### src/rtl/axi_wr_to_mem.sv
// -----------------------------------------------------------------------------
// axi_wr_to_mem
//
// AXI4 write-channel slave that turns one write burst at a time into
// single-cycle memory write strobes. Only one burst is in flight at a time.
// The bursts follow IDLE -> DATA -> RESP -> IDLE. Every beat is a full-width
// beat, because awsize is not used.
//
// Optional feature macro: AXI_WR_WRAP_EN
//   defined   : WRAP bursts are supported when len is 1, 3, 7 or 15.
//               Any other WRAP len is answered with SLVERR.
//   undefined : WRAP bursts are answered with SLVERR.
//               Their beats are drained and nothing is written.
//
// Ports
//   clk, rst_n              clock (rising edge), async active-low reset
//   s_axi_aw*               write address channel (id, addr, len, burst)
//   s_axi_w*                write data channel (data, strb, last)
//   s_axi_b*                write response channel (id, resp)
//   mem_wr_en               one-cycle write strobe, 1 cycle after a W beat
//   mem_addr                word address (byte address >> log2(STRB_WIDTH))
//   mem_wdata, mem_wstrb    registered beat data and byte enables
//   dbg_state               current FSM state (0 IDLE, 1 DATA, 2 RESP)
//
// Handshake rule for every channel:
//   A transfer happens on a rising edge where valid and ready are both 1.
//   This slave never makes its ready depend on the master's valid.
//   bvalid, bid and bresp stay stable until bready is seen.
// -----------------------------------------------------------------------------
module axi_wr_to_mem #(
  parameter int DATA_WIDTH = 32,
  parameter int ADDR_WIDTH = 32,
  parameter int STRB_WIDTH = DATA_WIDTH / 8,
  parameter int ID_WIDTH   = 8
) (
  input  logic                                      clk,
  input  logic                                      rst_n,
  input  logic [ID_WIDTH-1:0]                       s_axi_awid,
  input  logic [ADDR_WIDTH-1:0]                     s_axi_awaddr,
  input  logic [7:0]                                s_axi_awlen,
  input  logic [1:0]                                s_axi_awburst,
  input  logic                                      s_axi_awvalid,
  output logic                                      s_axi_awready,
  input  logic [DATA_WIDTH-1:0]                     s_axi_wdata,
  input  logic [STRB_WIDTH-1:0]                     s_axi_wstrb,
  input  logic                                      s_axi_wlast,
  input  logic                                      s_axi_wvalid,
  output logic                                      s_axi_wready,
  output logic [ID_WIDTH-1:0]                       s_axi_bid,
  output logic [1:0]                                s_axi_bresp,
  output logic                                      s_axi_bvalid,
  input  logic                                      s_axi_bready,
  output logic                                      mem_wr_en,
  output logic [ADDR_WIDTH-$clog2(STRB_WIDTH)-1:0]  mem_addr,
  output logic [DATA_WIDTH-1:0]                     mem_wdata,
  output logic [STRB_WIDTH-1:0]                     mem_wstrb,
  output logic [1:0]                                dbg_state
);

  localparam int ADDR_SH = $clog2(STRB_WIDTH);

  localparam logic [1:0] BURST_FIXED = 2'd0;
  localparam logic [1:0] BURST_INCR  = 2'd1;
  localparam logic [1:0] BURST_WRAP  = 2'd2;

  localparam logic [1:0] RESP_OKAY   = 2'b00;
  localparam logic [1:0] RESP_SLVERR = 2'b10;

  typedef enum logic [1:0] {
    ST_IDLE = 2'd0,
    ST_DATA = 2'd1,
    ST_RESP = 2'd2
  } state_t;

  state_t                  state_q;
  state_t                  state_d;

  // run_q is 1 from the first clock edge after reset is released.
  // It keeps awready low while reset is held, even though the state is IDLE.
  logic                    run_q;
  logic [ID_WIDTH-1:0]     id_q;
  logic [ADDR_WIDTH-1:0]   addr_q;
  logic [7:0]              len_q;
  logic [1:0]              burst_q;
  logic [7:0]              beat_q;
  logic                    err_q;
  logic                    bad_q;

  logic                    aw_fire;
  logic                    w_fire;
  logic                    b_fire;
  logic                    last_beat;
  logic                    aw_bad;
  logic [ADDR_WIDTH-1:0]   addr_nxt;

  assign aw_fire   = s_axi_awvalid & s_axi_awready;
  assign w_fire    = s_axi_wvalid & s_axi_wready;
  assign b_fire    = s_axi_bvalid & s_axi_bready;
  assign last_beat = (beat_q == len_q);
  assign dbg_state = state_q;

  // A burst type this build cannot carry still has its beats accepted.
  // Those beats are simply not written to memory.
  always_comb begin
    aw_bad = 1'b0;
    case (s_axi_awburst)
      BURST_FIXED, BURST_INCR: aw_bad = 1'b0;
`ifdef AXI_WR_WRAP_EN
      BURST_WRAP: aw_bad = !((s_axi_awlen == 8'd1) || (s_axi_awlen == 8'd3) ||
                             (s_axi_awlen == 8'd7) || (s_axi_awlen == 8'd15));
`else
      BURST_WRAP: aw_bad = 1'b1;
`endif
      default: aw_bad = 1'b1;
    endcase
  end

`ifdef AXI_WR_WRAP_EN
  // len+1 is a power of two, so the window mask is (len << sh) | (STRB_WIDTH-1).
  logic [ADDR_WIDTH-1:0] wrap_mask;
  assign wrap_mask = (ADDR_WIDTH'(len_q) << ADDR_SH) | ADDR_WIDTH'(STRB_WIDTH - 1);
`endif

  always_comb begin
    addr_nxt = addr_q;
    case (burst_q)
      BURST_INCR: addr_nxt = addr_q + ADDR_WIDTH'(STRB_WIDTH);
`ifdef AXI_WR_WRAP_EN
      BURST_WRAP: addr_nxt = (addr_q & ~wrap_mask) |
                             ((addr_q + ADDR_WIDTH'(STRB_WIDTH)) & wrap_mask);
`endif
      default:    addr_nxt = addr_q;
    endcase
  end

  // FSM: state register
  always_ff @(posedge clk or negedge rst_n) begin
    if (!rst_n) begin
      state_q <= ST_IDLE;
    end else begin
      state_q <= state_d;
    end
  end

  // FSM: next state
  always_comb begin
    state_d = state_q;
    case (state_q)
      ST_IDLE: if (aw_fire) state_d = ST_DATA;
      ST_DATA: if (w_fire && last_beat) state_d = ST_RESP;
      ST_RESP: if (b_fire) state_d = ST_IDLE;
      default: state_d = ST_IDLE;
    endcase
  end

  // FSM: outputs
  always_comb begin
    s_axi_awready = 1'b0;
    s_axi_wready  = 1'b0;
    s_axi_bvalid  = 1'b0;
    s_axi_bid     = '0;
    s_axi_bresp   = RESP_OKAY;
    case (state_q)
      ST_IDLE: s_axi_awready = run_q;
      ST_DATA: s_axi_wready  = 1'b1;
      ST_RESP: begin
        s_axi_bvalid = 1'b1;
        s_axi_bid    = id_q;
        s_axi_bresp  = err_q ? RESP_SLVERR : RESP_OKAY;
      end
      default: ;
    endcase
  end

  // Burst context and memory-side registers
  always_ff @(posedge clk or negedge rst_n) begin
    if (!rst_n) begin
      run_q     <= 1'b0;
      id_q      <= '0;
      addr_q    <= '0;
      len_q     <= '0;
      burst_q   <= '0;
      beat_q    <= '0;
      err_q     <= 1'b0;
      bad_q     <= 1'b0;
      mem_wr_en <= 1'b0;
      mem_addr  <= '0;
      mem_wdata <= '0;
      mem_wstrb <= '0;
    end else begin
      run_q     <= 1'b1;
      mem_wr_en <= 1'b0;
      if (aw_fire) begin
        id_q    <= s_axi_awid;
        addr_q  <= s_axi_awaddr;
        len_q   <= s_axi_awlen;
        burst_q <= s_axi_awburst;
        beat_q  <= '0;
        err_q   <= aw_bad;
        bad_q   <= aw_bad;
      end
      if (w_fire) begin
        if (!bad_q) begin
          mem_wr_en <= 1'b1;
          mem_addr  <= addr_q[ADDR_WIDTH-1:ADDR_SH];
          mem_wdata <= s_axi_wdata;
          mem_wstrb <= s_axi_wstrb;
        end
        addr_q <= addr_nxt;
        beat_q <= beat_q + 8'd1;
        // A wlast on the wrong beat, or a missing wlast, is reported in bresp.
        // The burst length is still taken from len.
        if (s_axi_wlast != last_beat) err_q <= 1'b1;
      end
    end
  end

endmodule

### config.mk
export PLATFORM = sky130hd
export DESIGN_NAME = axi_wr_to_mem
export DESIGN_NICKNAME = d
export VERILOG_FILES = /design/src/rtl/axi_wr_to_mem.sv
export SDC_FILE = /design/constraint.sdc
export NUM_CORES = 1
export LEC_CHECK = 0
export CORE_UTILIZATION = 43
export CTS_CLUSTER_DIAMETER = 120
export DETAILED_ROUTE_END_ITERATION = 12
export PLACE_DENSITY = 0.75
export SLEW_MARGIN = 20
export SYNTH_ARGS = -nofsm -noshare
export SYNTH_HDL_FRONTEND = slang
export SYNTH_SLANG_ARGS = --single-unit
### constraint.sdc
create_clock -name clk -period 1.7 [get_ports clk]
set_input_delay 0.425 -clock clk [delete_from_list [all_inputs] [get_ports clk]]
set_output_delay 0.425 -clock clk [all_outputs]
set_load 0.02 [all_outputs]
==> run summary, run 1 <==
## Cells and area
• Fillers: 915
• number of antenna repair diodes: 0
• Final Non-Filler Cells: 975
• share of final-layout standard cells stronger than drive strength 1: 0.325
• relative area change from synthesis to final layout: 62.8%
• number of nets in the layout: 881
• fraction of the core area covered by cells at the end of the flow: 0.714

## Floorplanning
• full die area: 13900 µm²
• top-level I/O count: 174
• chip height: 118 µm
• starting density of the core: 0.439
• Chip Width: 118 µm
• core outline area: 13200 µm²
• count of standard-cell rows: 42

## Synthesis
• post-synth net total: 629
• most common flop cell mapped by yosys: sky130_fd_sc_hd__dfrtp_1
• synthesized instance count: 535
• share of flip-flops with an asynchronous set or reset: 1.00
• sequential fraction of the synthesis area: 0.553
• most frequent cell after synthesis: sky130_fd_sc_hd__dfrtp_1
• number of storage elements in the synthesis netlist: 128
• number of distinct library cells after synthesis: 50
• Synth warnings: 0
• per-instance average area after synthesis: 10.8 µm²
• top-area cell type share of the netlist area: 0.553
• dominant cell type by area after synthesis: sky130_fd_sc_hd__dfrtp_1
• leading cell types by count after synthesis: sky130_fd_sc_hd__dfrtp_1 (128), sky130_fd_sc_hd__nand2_1 (91), sky130_fd_sc_hd__mux2_2 (66), sky130_fd_sc_hd__a21oi_1 (30), sky130_fd_sc_hd__o21ai_0 (25)
• cells taking the most area after synthesis: sky130_fd_sc_hd__dfrtp_1 (55%), sky130_fd_sc_hd__mux2_2 (13%), sky130_fd_sc_hd__nand2_1 (5.9%)
• synthesized cell area: 5790 µm²
• EDFF count, synth: 0

## Placement
• cell count after placement: 899
• placer congestion estimate: 0.810
• I/O Buffers: 170
• Detail Placement HPWL: 10400 µm
• Setup Slack @ Placement: -0.355 ns

## Clock tree
• clock tree root driver cell: sky130_fd_sc_hd__clkbuf_16
• maximum number of buffers from clock root to sink: 2
• CTS clk-pin slew, worst paths: 0.05 ns
• clock insertion delay at the later pin of the skew report: 0.43 ns
• htree depth: 4
• clock sink count: 128
• clock buffers created by TritonCTS: 17
• CTS tree: done

## Worst setup path
• Cell Chain, Critical Path: nor2b_4, buf_6, and2_4, buf_6
• capture instance of the worst register-to-register path: mem_addr[1]
• cell mode on critical path: sky130_fd_sc_hd__buf_6
• Critical Path Stages: 4
• arrival time reported for the critical path endpoint: 1.40 ns
• crit start category: flop
• Worst Reg-to-Reg Cells: 6
• Max stage delay on crit path: 0.44 ns
• Data required, critical path: 1.27 ns
• launching point of the worst reg2reg path: dbg_state[1]
• category of the most critical setup path: flop to output port
• type of destination of the critical path: output port
• slowest stage cell on the critical path: sky130_fd_sc_hd__dfrtp_2
• critical path's top delay family: flip-flops
• maximum fanout along the worst path: 6
• Worst R2R Setup Slack: -0.09 ns
• total buffers and inverters traversed by the critical path: 2

## GRT
• global-route track usage on met2: 0.378
• GR Util All Layers: 0.227
• met1 global-route usage: 0.275
• total grt overflow: 0
• layer carrying the most global-route usage: met2
• wire length of the first global-routing pass: 24700 µm
• number of global-route vias before repair: 5055
• maximum number of pins on one net before global-route repair: 42
• number of antenna violations at the first check in global routing: 0
• global routing met3 resource utilization: 0.0572

## Route
• per-cell via count in the routed design: 5.28
• number of violations reported at the end of detailed-routing iteration 0: 258
• number of iterations in the first detailed-routing pass: 11
• DRC Markers: 1
• Antenna Violating Nets Remaining: 0
• Via Count: 5150
• total wire length: 16800 µm
• per-cell routed wire length: 17.3 µm

## Timing
• f_max: 0.548 GHz
• setup TNS: -5.40 ns
• count of endpoints failing setup in the final report: 92
• post-route setup slack: -0.124 ns
• fraction of the cycle the final worst path needs: 1.07
• Setup Skew: 0.00702 ns
• crit path time final: 1.82 ns
• Hold Violations, Final: 0
• RSZ-0062 raised after global routing: yes
• final number of max-transition violations: 0

## Power
• share of total power in the clock network: 0.201
• share of total power in combinational logic: 0.470
• sequential fraction of design power: 0.329
• peak supply drop: 907 µV
• Psw: 6.02 mW
• static leakage: 4.18 nW
• design internal power: 10.5 mW
• switching portion of total power: 0.365
• PD cells: 1750 nW/µm²

## Flow run
• MaxCap Viol Count: 0

## Run status
• status: complete, but fails checks
• violated checks: DRC, setup timing

## Worst hold path
• class of the worst hold path: input pin to asynchronous set/reset pin

[timing repair]
action / CTS / global route
setup buffers: 10 / 22
gates cloned: 2 / 11
hold buffers: 1 / 0
gates resized for setup: 164 / 91
hold endpoints to repair: 30 / 0
endpoints found under the setup margin: 83 / 129
pin swaps: 5 / 24
[sequential cells by signal, indices dropped and copies added (netlist names), 2 cells and up]
signal     count
len_q          8
mem_addr      30
beat_q         8
mem_wstrb      4
id_q           8
burst_q        2
mem_wdata     32
dbg_state      2
addr_q        30
[worst reg2reg max path, stage by stage (launching register included)]
cell	delay, ns
sky130_fd_sc_hd__dfrtp_1	0.40
sky130_fd_sc_hd__buf_4	0.16
sky130_fd_sc_hd__nand3b_1	0.21
sky130_fd_sc_hd__nor2_4	0.23
sky130_fd_sc_hd__buf_6	0.18
sky130_fd_sc_hd__clkbuf_16	0.16
sky130_fd_sc_hd__mux2_2	0.33
[placed cells by master, fill, tap and decap left out, types with 7 or more instances in the layout]
| master | instances |
|---|---|
| sky130_fd_sc_hd__dfrtp_1 | 127 |
| sky130_fd_sc_hd__a21oi_4 | 7 |
| sky130_fd_sc_hd__buf_4 | 56 |
| sky130_fd_sc_hd__nor2_1 | 19 |
| sky130_fd_sc_hd__nand2_1 | 88 |
| sky130_fd_sc_hd__buf_6 | 30 |
| sky130_fd_sc_hd__a21oi_1 | 19 |
| sky130_fd_sc_hd__o21ai_1 | 11 |
| sky130_fd_sc_hd__clkbuf_16 | 26 |
| sky130_fd_sc_hd__nand4_1 | 13 |
| sky130_fd_sc_hd__nand3_1 | 14 |
| sky130_fd_sc_hd__dlygate4sd2_1 | 67 |
| sky130_fd_sc_hd__clkdlybuf4s50_1 | 88 |
| sky130_fd_sc_hd__buf_12 | 11 |
| sky130_fd_sc_hd__and3_1 | 7 |
| sky130_fd_sc_hd__o21ai_0 | 13 |
| sky130_fd_sc_hd__xnor2_1 | 9 |
| sky130_fd_sc_hd__and2_4 | 9 |
| sky130_fd_sc_hd__mux2_2 | 66 |
[power by group through the flow]
stage                     Clock, mW  Combinational [mW]  Sequential, mW
after global placement            0                6.72            5.38
after floorplan                   0                2.76            6.36
after global routing           3.48                8.27            5.61
after detailed placement          0                6.90            5.47
final                          3.32                7.76            5.42
after CTS                      3.34                6.57            5.40
[layout make-up]
class | count | area, µm² | share of cell area
Timing Repair Buffer | 267 | 2750 | 0.291
Tap cell | 176 | 220 | 0.0234
Clock buffer | 24 | 462 | 0.0490
Inverter | 4 | 15.0 | 0.00159
Clock inverter | 7 | 62.6 | 0.00664
Sequential cell | 128 | 3200 | 0.340
Multi-Input combinational cell | 369 | 2710 | 0.288
[metrics by stage]
| stage | cell area [µm²] | hold slack (ns) | power, mW |
|---|---|---|---|
| floorplan | 5800 | 0.129 | 9.12 |
| global route | 9420 | 0.490 | 17.4 |
| finish | 9420 | 0.452 | 16.5 |
| CTS | 8690 | 0.457 | 15.3 |
| global placement | 8060 | 0.334 | 12.1 |
| detailed placement | 8060 | 0.334 | 12.4 |
[layer usage]
layer | wire (µm) | share of wire
met2 | 8460 | 0.50
met4 | 393 | 0.023
met3 | 1030 | 0.061
met1 | 6940 | 0.41
met5 | 0 | 0
[cell families (layout without fill, tap and decap cells)]
family,Yosys count,in the layout,synth area share
AO/OA/AOI/OAI,98,98,0.105
XOR/XNOR,11,11,0.0166
adder cells (fa/ha/maj),2,2,0.00432
buffers and inverters,38,302,0.0298
flip-flops,128,128,0.553
multiplexers,71,71,0.137
other,2,2,0.00130
AND/OR/NAND/NOR,185,185,0.152
[worst max path at each step]
stage	startpoint	to	slack, ns
2_1_floorplan	dbg_state[1]	mem_wdata[0]	-0.05
3_3_place_gp	s_axi_wvalid	addr_q[22]	-0.36
3_5_place_dp	s_axi_wvalid	addr_q[27]	-0.36
4_1_cts	dbg_state[0]	s_axi_bid[2]	-0.12
5_1_grt	dbg_state[1]	addr_q[27]	-0.17
6_report	dbg_state[0]	s_axi_bid[3]	-0.12
(Power assumes the default switching activity.)
==> run 2, diff against run 1 <==
--- a/config.mk
+++ b/config.mk
@@ -6,4 +6,5 @@
 export NUM_CORES = 1
 export LEC_CHECK = 0
+export ABC_CLOCK_PERIOD_IN_PS = 1700
 export CORE_UTILIZATION = 43
 export CTS_CLUSTER_DIAMETER = 120
==> constraint.sdc (replaced) <==
create_clock -name clk -period 1.7 [get_ports clk]
set_input_delay 0.425 -clock clk [delete_from_list [all_inputs] [get_ports clk]]
set_output_delay 0.425 -clock clk [all_outputs]
set_load 0.01 [all_outputs]
==> run 2 against run 1 <==
Against the previous run: the run still ends with DRC, setup timing left; core utilization grew 2.6 points; non-clock buffer count shrank 5; fmax fell by 3.7%; critical endpoint is now addr_q[25].
==> run summary, run 2 (same netlist as run 1, synthesis figures left out) <==
## Run status
• status: complete, but fails checks
• violated checks: DRC, setup timing

## Timing
• post-route setup slack: -0.194 ns, -0.0706 ns
• fraction of the cycle the final worst path needs: 1.11, +0.0415
• Hold Violations, Final: 0, unchanged
• count of endpoints failing setup in the final report: 117, +27%
• final number of max-transition violations: 0, unchanged
• Setup Skew: 0.0103 ns, +0.00332 ns
• f_max: 0.528 GHz, -3.7%
• Post-Route Hold Slack: 0.468 ns, +0.0156 ns
• RSZ-0062 raised after global routing: yes
• crit path time final: 1.89 ns, +0.0706 ns

## Clock tree
• CTS tree: done
• clock insertion delay at the later pin of the skew report: 0.42 ns, about the same
• htree depth: 4, unchanged
• maximum number of buffers from clock root to sink: 2, unchanged
• clock tree root driver cell: sky130_fd_sc_hd__clkbuf_16
• clock buffers created by TritonCTS: 17, unchanged
• clock sink count: 128, unchanged
• CTS clk-pin slew, worst paths: 0.05 ns, about the same

## Cells and area
• relative area change from synthesis to final layout: 68.6%
• registers with the most flip-flops: mem_wdata (32), addr_q (30), mem_addr (30)
• Fillers: 885, -3.3%
• number of flip-flops in the largest register: 32, unchanged
• number of antenna repair diodes: 0, unchanged
• register with the most flip-flops: mem_wdata
• number of nets in the layout: 876, -0.57%
• leading cell type in the layout, fill and taps excluded: sky130_fd_sc_hd__dfrtp_1
• final cell area excluding filler cells: 9760 µm², +3.6%
• share of final-layout standard cells stronger than drive strength 1: 0.338, +0.0130
• most frequent cells in the layout: sky130_fd_sc_hd__dfrtp_1 (127), sky130_fd_sc_hd__nand2_1 (88), sky130_fd_sc_hd__clkdlybuf4s50_1 (88)

## Floorplanning
• chip height: 118 µm, unchanged
• starting density of the core: 0.439, unchanged
• top-level I/O count: 174, unchanged
• full die area: 13900 µm², unchanged
• core outline area: 13200 µm², unchanged
• count of standard-cell rows: 42, unchanged
• Chip Width: 118 µm, unchanged

## Worst setup path
• launching point of the worst reg2reg path: dbg_state[0]
• crit start category: flop
• capture instance of the worst register-to-register path: addr_q[25]
• worst setup path end: addr_q[25]
• category of the most critical setup path: flop to flop
• arrival time reported for the critical path endpoint: 2.20 ns, +0.80 ns
• Data required, critical path: 2.00 ns, +0.73 ns
• maximum fanout along the worst path: 8, +2
• type of destination of the critical path: flop
• launch point of the worst path: dbg_state[0]
• Worst R2R Setup Slack: -0.19 ns, -0.10 ns
• Worst Reg-to-Reg Cells: 9, +3

## GRT
• GR Util All Layers: 0.234, +0.00762
• total grt overflow: 0, unchanged
• number of global-route vias before repair: 5112, +1.1%
• number of antenna violations at the first check in global routing: 0, unchanged
• maximum number of pins on one net before global-route repair: 47, +12%
• wire length of the first global-routing pass: 25300 µm, +2.3%

## Power
• share of total power in combinational logic: 0.473, +0.003
• design internal power: 11.2 mW, +7.3%
• Psw: 5.79 mW, -3.9%
• PD cells: 1740 nW/µm², -0.39%
• peak supply drop: 1040 µV, +15%
• share of total power in the clock network: 0.201, about the same
• switching portion of total power: 0.340, -0.0252
• sequential fraction of design power: 0.326, -0.003
• static leakage: 4.44 nW, +6.2%

## Placement
• placed cell area: 8100 µm², +0.53%
• Setup Slack @ Placement: -0.381 ns, -0.0262 ns
• Detail Placement HPWL: 10600 µm, +2.0%
• placer congestion estimate: 0.867, +7.1%
• I/O Buffers: 170, unchanged

## Route
• total wire length: 18500 µm, +10%
• Via Count: 5309, +3.1%
• number of iterations in the first detailed-routing pass: 9, -2
• number of violations reported at the end of detailed-routing iteration 0: 357, +38%
• per-cell routed wire length: 19.1 µm, +11%
• per-cell via count in the routed design: 5.48, +3.8%
• DRC Markers: 2, +1
• Antenna Violating Nets Remaining: 0, unchanged

## Worst hold path
• origin of the worst min-delay path: id_q[2]
• class of the worst hold path: flop to flop
• number of instances on the worst hold path: 2

## Flow run
• MaxCap Viol Count: 0, unchanged

run 2: worst min-delay path by stage:
| stage | end |
|---|---|
| 2_1_floorplan | addr_q[10] |
| 3_3_place_gp | id_q[2] |
| 3_5_place_dp | id_q[6] |
| 4_1_cts | id_q[2] |
| 5_1_grt | id_q[6] |
| 6_report | id_q[2] |
run 2: critical path: stages, from the launching register on:
cell	delay [ns]
sky130_fd_sc_hd__dfrtp_2	0.44
sky130_fd_sc_hd__buf_6	0.13
sky130_fd_sc_hd__buf_6	0.12
sky130_fd_sc_hd__and3b_2	0.28
sky130_fd_sc_hd__a21oi_4	0.23
sky130_fd_sc_hd__buf_12	0.17
sky130_fd_sc_hd__buf_12	0.13
sky130_fd_sc_hd__buf_6	0.12
sky130_fd_sc_hd__a21oi_2	0.04
sky130_fd_sc_hd__a2bb2oi_2	0.12
run 2: area by class of cell:
class	count	area (µm²)	area share
clock buffer	23	498	0.0510
clock inverter	6	57.6	0.00590
inverter	4	15.0	0.00154
multi-input combinational	369	3020	0.310
sequential	128	3200	0.328
tap	176	220	0.0226
timing repair buffer	262	2750	0.281
run 2: metrics by stage:
step           TNS (ns)  instances  total power, mW  utilization
2_1_floorplan         0        535             8.49            -
3_3_place_gp     -31.15        907             11.5        0.614
3_5_place_dp     -33.14        907             11.8        0.614
4_1_cts           -8.03        947             15.0        0.666
5_1_grt          -21.34        968             17.9        0.740
6_report         -14.57        968             17.0        0.740
run 2: power by group through the flow:
| stage | registers, mW | logic [mW] | clock network (mW) |
|---|---|---|---|
| floorplan | 5.75 | 2.74 | 0 |
| global placement | 5.41 | 6.13 | 0 |
| detailed placement | 5.50 | 6.34 | 0 |
| CTS | 5.44 | 6.13 | 3.48 |
| global route | 5.72 | 8.51 | 3.62 |
| finish | 5.55 | 8.05 | 3.42 |
run 2: metal layers:
metal,GRT usage,vias up,share of wire
met2,0.382,210,0.51
li1,-,2383,-
met5,0,-,0
met3,0.0659,50,0.058
met1,0.287,2666,0.40
met4,0.111,0,0.031
run 2: timing repair:
action,CTS,global route
gates resized for setup,182,157
setup endpoints to repair,106,115
buffers inserted,12,13
cloned,0,10
hold endpoints to repair,41,0
hold buffers,1,0
pin swaps,17,23
==> run 3, diff against run 2 <==
- CELL_PAD_IN_SITES_DETAIL_PLACEMENT: default -> 1
- CELL_PAD_IN_SITES_GLOBAL_PLACEMENT: default -> 1
- CORE_UTILIZATION: 43 -> 33
==> run 3 against run 2 <==
Against the previous run: the run ends with setup timing left; register-to-register slack worse by 0.08 ns; clock skew decreased by 0.0015 ns; power is 11% higher; flip-flop and latch count did not move; global-route usage is 0.71 points higher; non-clock buffer count up 25; sequential share of layout area decreased by 2.2 points; routed wire length increased by 31%; clock power increased by 22%; critical endpoint is now addr_q[22]; largest cell class unchanged; largest power group unchanged.
==> run summary, run 3 (same netlist as run 1, synthesis figures left out) <==
## Power
• share of total power in combinational logic: 0.483, +0.010
• sequential fraction of design power: 0.296, -0.030
• Tot Pwr: 18.9 mW, +11%
• Psw: 6.58 mW, +14%
• switching portion of total power: 0.349, +0.00895
• PD cells: 1810 nW/µm², +3.5%
• share of total power in the clock network: 0.221, +0.020
• design internal power: 12.3 mW, +9.3%
• static leakage: 4.76 nW, +7.3%
• peak supply drop: 853 µV, -18%

## Cells and area
• area occupied by registers: 3200 µm², unchanged
• number of antenna repair diodes: 0, unchanged
• most frequent cells in the layout: sky130_fd_sc_hd__dfrtp_1 (127), sky130_fd_sc_hd__clkdlybuf4s50_1 (88), sky130_fd_sc_hd__dlygate4sd2_1 (67)
• register with the most flip-flops: mem_wdata
• Fillers: 1715, +94%
• area of the multi-input gates: 3160 µm², +4.6%
• leading cell type in the layout, fill and taps excluded: sky130_fd_sc_hd__dfrtp_1
• share of final-layout standard cells stronger than drive strength 1: 0.409, +0.0702
• number of flip-flops in the largest register: 32, unchanged
• number of nets in the layout: 901, +2.9%
• Final Non-Filler Cells: 1045, +8.0%
• relative area change from synthesis to final layout: 80.4%
• registers with the most flip-flops: mem_wdata (32), addr_q (30), mem_addr (30)
• final cell area excluding filler cells: 10400 µm², +7.0%

## Worst setup path
• type of destination of the critical path: flop
• arrival time reported for the critical path endpoint: 2.27 ns, +0.07 ns
• maximum fanout along the worst path: 5, -3
• cell mode on critical path: sky130_fd_sc_hd__buf_4
• category of the most critical setup path: flop to flop
• crit start category: flop
• Cell Chain, Critical Path: ha_1, nand3_2, nor2_2, buf_4, buf_4, nand2_1, o21ai_0, a21oi_1
• slowest stage cell on the critical path: sky130_fd_sc_hd__dfrtp_1
• Data required, critical path: 2.00 ns, about the same
• Max stage delay on crit path: 0.36 ns, -0.08 ns

## Floorplanning
• Chip Width: 134 µm, +14%
• full die area: 18100 µm², +30%
• core outline area: 17200 µm², +31%
• top-level I/O count: 174, unchanged
• starting density of the core: 0.336, -0.103
• chip height: 134 µm, +14%
• count of standard-cell rows: 48, +14%

## Timing
• Hold Violations, Final: 0, unchanged
• count of endpoints failing setup in the final report: 126, +7.7%
• f_max: 0.506 GHz, -4.2%
• final number of max-transition violations: 0, unchanged
• fraction of the cycle the final worst path needs: 1.16, +0.0489
• Setup Skew: 0.00887 ns, -0.00147 ns
• RSZ-0062 raised after global routing: yes
• post-route setup slack: -0.278 ns, -0.0831 ns
• worst relative slew slack: 0.570
• crit path time final: 1.98 ns, +0.0831 ns
• Post-Route Hold Slack: 0.00424 ns, -0.463 ns
• Worst Max-Slew Pin Slew: 0.645 ns

## Route
• number of violations reported at the end of detailed-routing iteration 0: 214, -40%
• number of iterations in the first detailed-routing pass: 4, -5
• Antenna Violating Nets Remaining: 0, unchanged
• per-cell routed wire length: 23.2 µm, +21%
• per-cell via count in the routed design: 5.32, -3.1%
• Via Count: 5556, +4.7%
• total wire length: 24300 µm, +31%
• DRC Markers: 0, -2

## Clock tree
• Post-CTS Hold Fix Bufs: 0, -1
• clock sink count: 128, unchanged
• htree depth: 4, unchanged
• CTS clk-pin slew, worst paths: 0.06 ns, about the same
• clock insertion delay at the later pin of the skew report: 0.43 ns, about the same
• maximum number of buffers from clock root to sink: 2, unchanged
• clock tree root driver cell: sky130_fd_sc_hd__clkbuf_16
• CTS tree: done
• clock buffers created by TritonCTS: 17, unchanged

## GRT
• number of global-route vias before repair: 6077, +19%
• number of antenna violations at the first check in global routing: 0, unchanged
• wire length of the first global-routing pass: 33000 µm, +31%
• maximum number of pins on one net before global-route repair: 81, +72%
• total grt overflow: 0, unchanged
• GR Util All Layers: 0.241, +0.00714

## Placement
• cell count after placement: 957, +5.5%
• Detail Placement HPWL: 12500 µm, +18%
• Setup Slack @ Placement: -0.484 ns, -0.102 ns
• placer congestion estimate: 0.790, -8.9%
• I/O Buffers: 170, unchanged
• placed cell area: 8190 µm², +1.1%

## Flow run
• MaxCap Viol Count: 0, unchanged

## Worst hold path
• class of the worst hold path: input pin to asynchronous set/reset pin

## Run status
• status: complete, but fails checks
• violated checks: setup timing

==> run 3: what timing repair did <==
item | CTS | global route
setup endpoints to repair | 156 | 139
gates resized for setup | 239 | 160
setup buffers | 24 | 20
cloned | 10 | 11
pin swaps | 14 | 48
==> run 3: worst paths after layout <==
kind	endpoint	slack, ns	startpoint	cells after the start
setup / recovery	addr_q[22]	-0.28	addr_q[3]	8
hold / removal	mem_addr[6]	0.004	rst_n	2
setup reg to reg	addr_q[22]	-0.28	addr_q[3]	8
hold reg to reg	id_q[6]	0.49	id_q[6]	2
max in group asynchronous	mem_addr[25]	1.12	rst_n	2
min in group clk	id_q[6]	0.49	id_q[6]	2
==> run 3: critical path, delay by kind of cell, from the launching register on <==
kind / cells / cell delay [ns]
AOI/OAI and AO/OA: 2 / 0.49
adders and majority gates: 1 / 0.22
buffers and inverters: 2 / 0.32
DFF: 1 / 0.36
and+or+nand+nor: 3 / 0.46
==> run 3: final cells by class <==
| type | count | area share |
|---|---|---|
| Multi-Input combinational cell | 369 | 0.303 |
| Inverter | 4 | 0.00144 |
| Clock buffer | 19 | 0.0434 |
| Sequential cell | 128 | 0.307 |
| Timing Repair Buffer | 287 | 0.299 |
| Clock inverter | 13 | 0.0201 |
| Tap cell | 225 | 0.0269 |
==> run 3: metrics by stage <==
stage               TNS [ns]   util
floorplan                  0      -
global route          -26.91  0.606
CTS                   -15.05  0.553
finish                -17.70  0.606
global placement      -29.72  0.475
detailed placement    -35.98  0.475
==> run 3: layer usage <==
layer,global-route usage,share of wire,up-vias
met3,0.0796,0.067,57
met2,0.417,0.52,219
met4,0.102,0.027,0
met1,0.273,0.38,2833
met5,0,0,-
li1,-,-,2447
==> run 3: power by group through the flow <==
stage | registers (mW) | logic [mW] | clock network [mW]
after floorplan | 5.75 | 2.74 | 0
after global placement | 5.38 | 6.37 | 0
after detailed placement | 5.50 | 6.63 | 0
after CTS | 5.47 | 7.40 | 4.18
after global routing | 5.73 | 9.62 | 4.34
final | 5.58 | 9.11 | 4.18
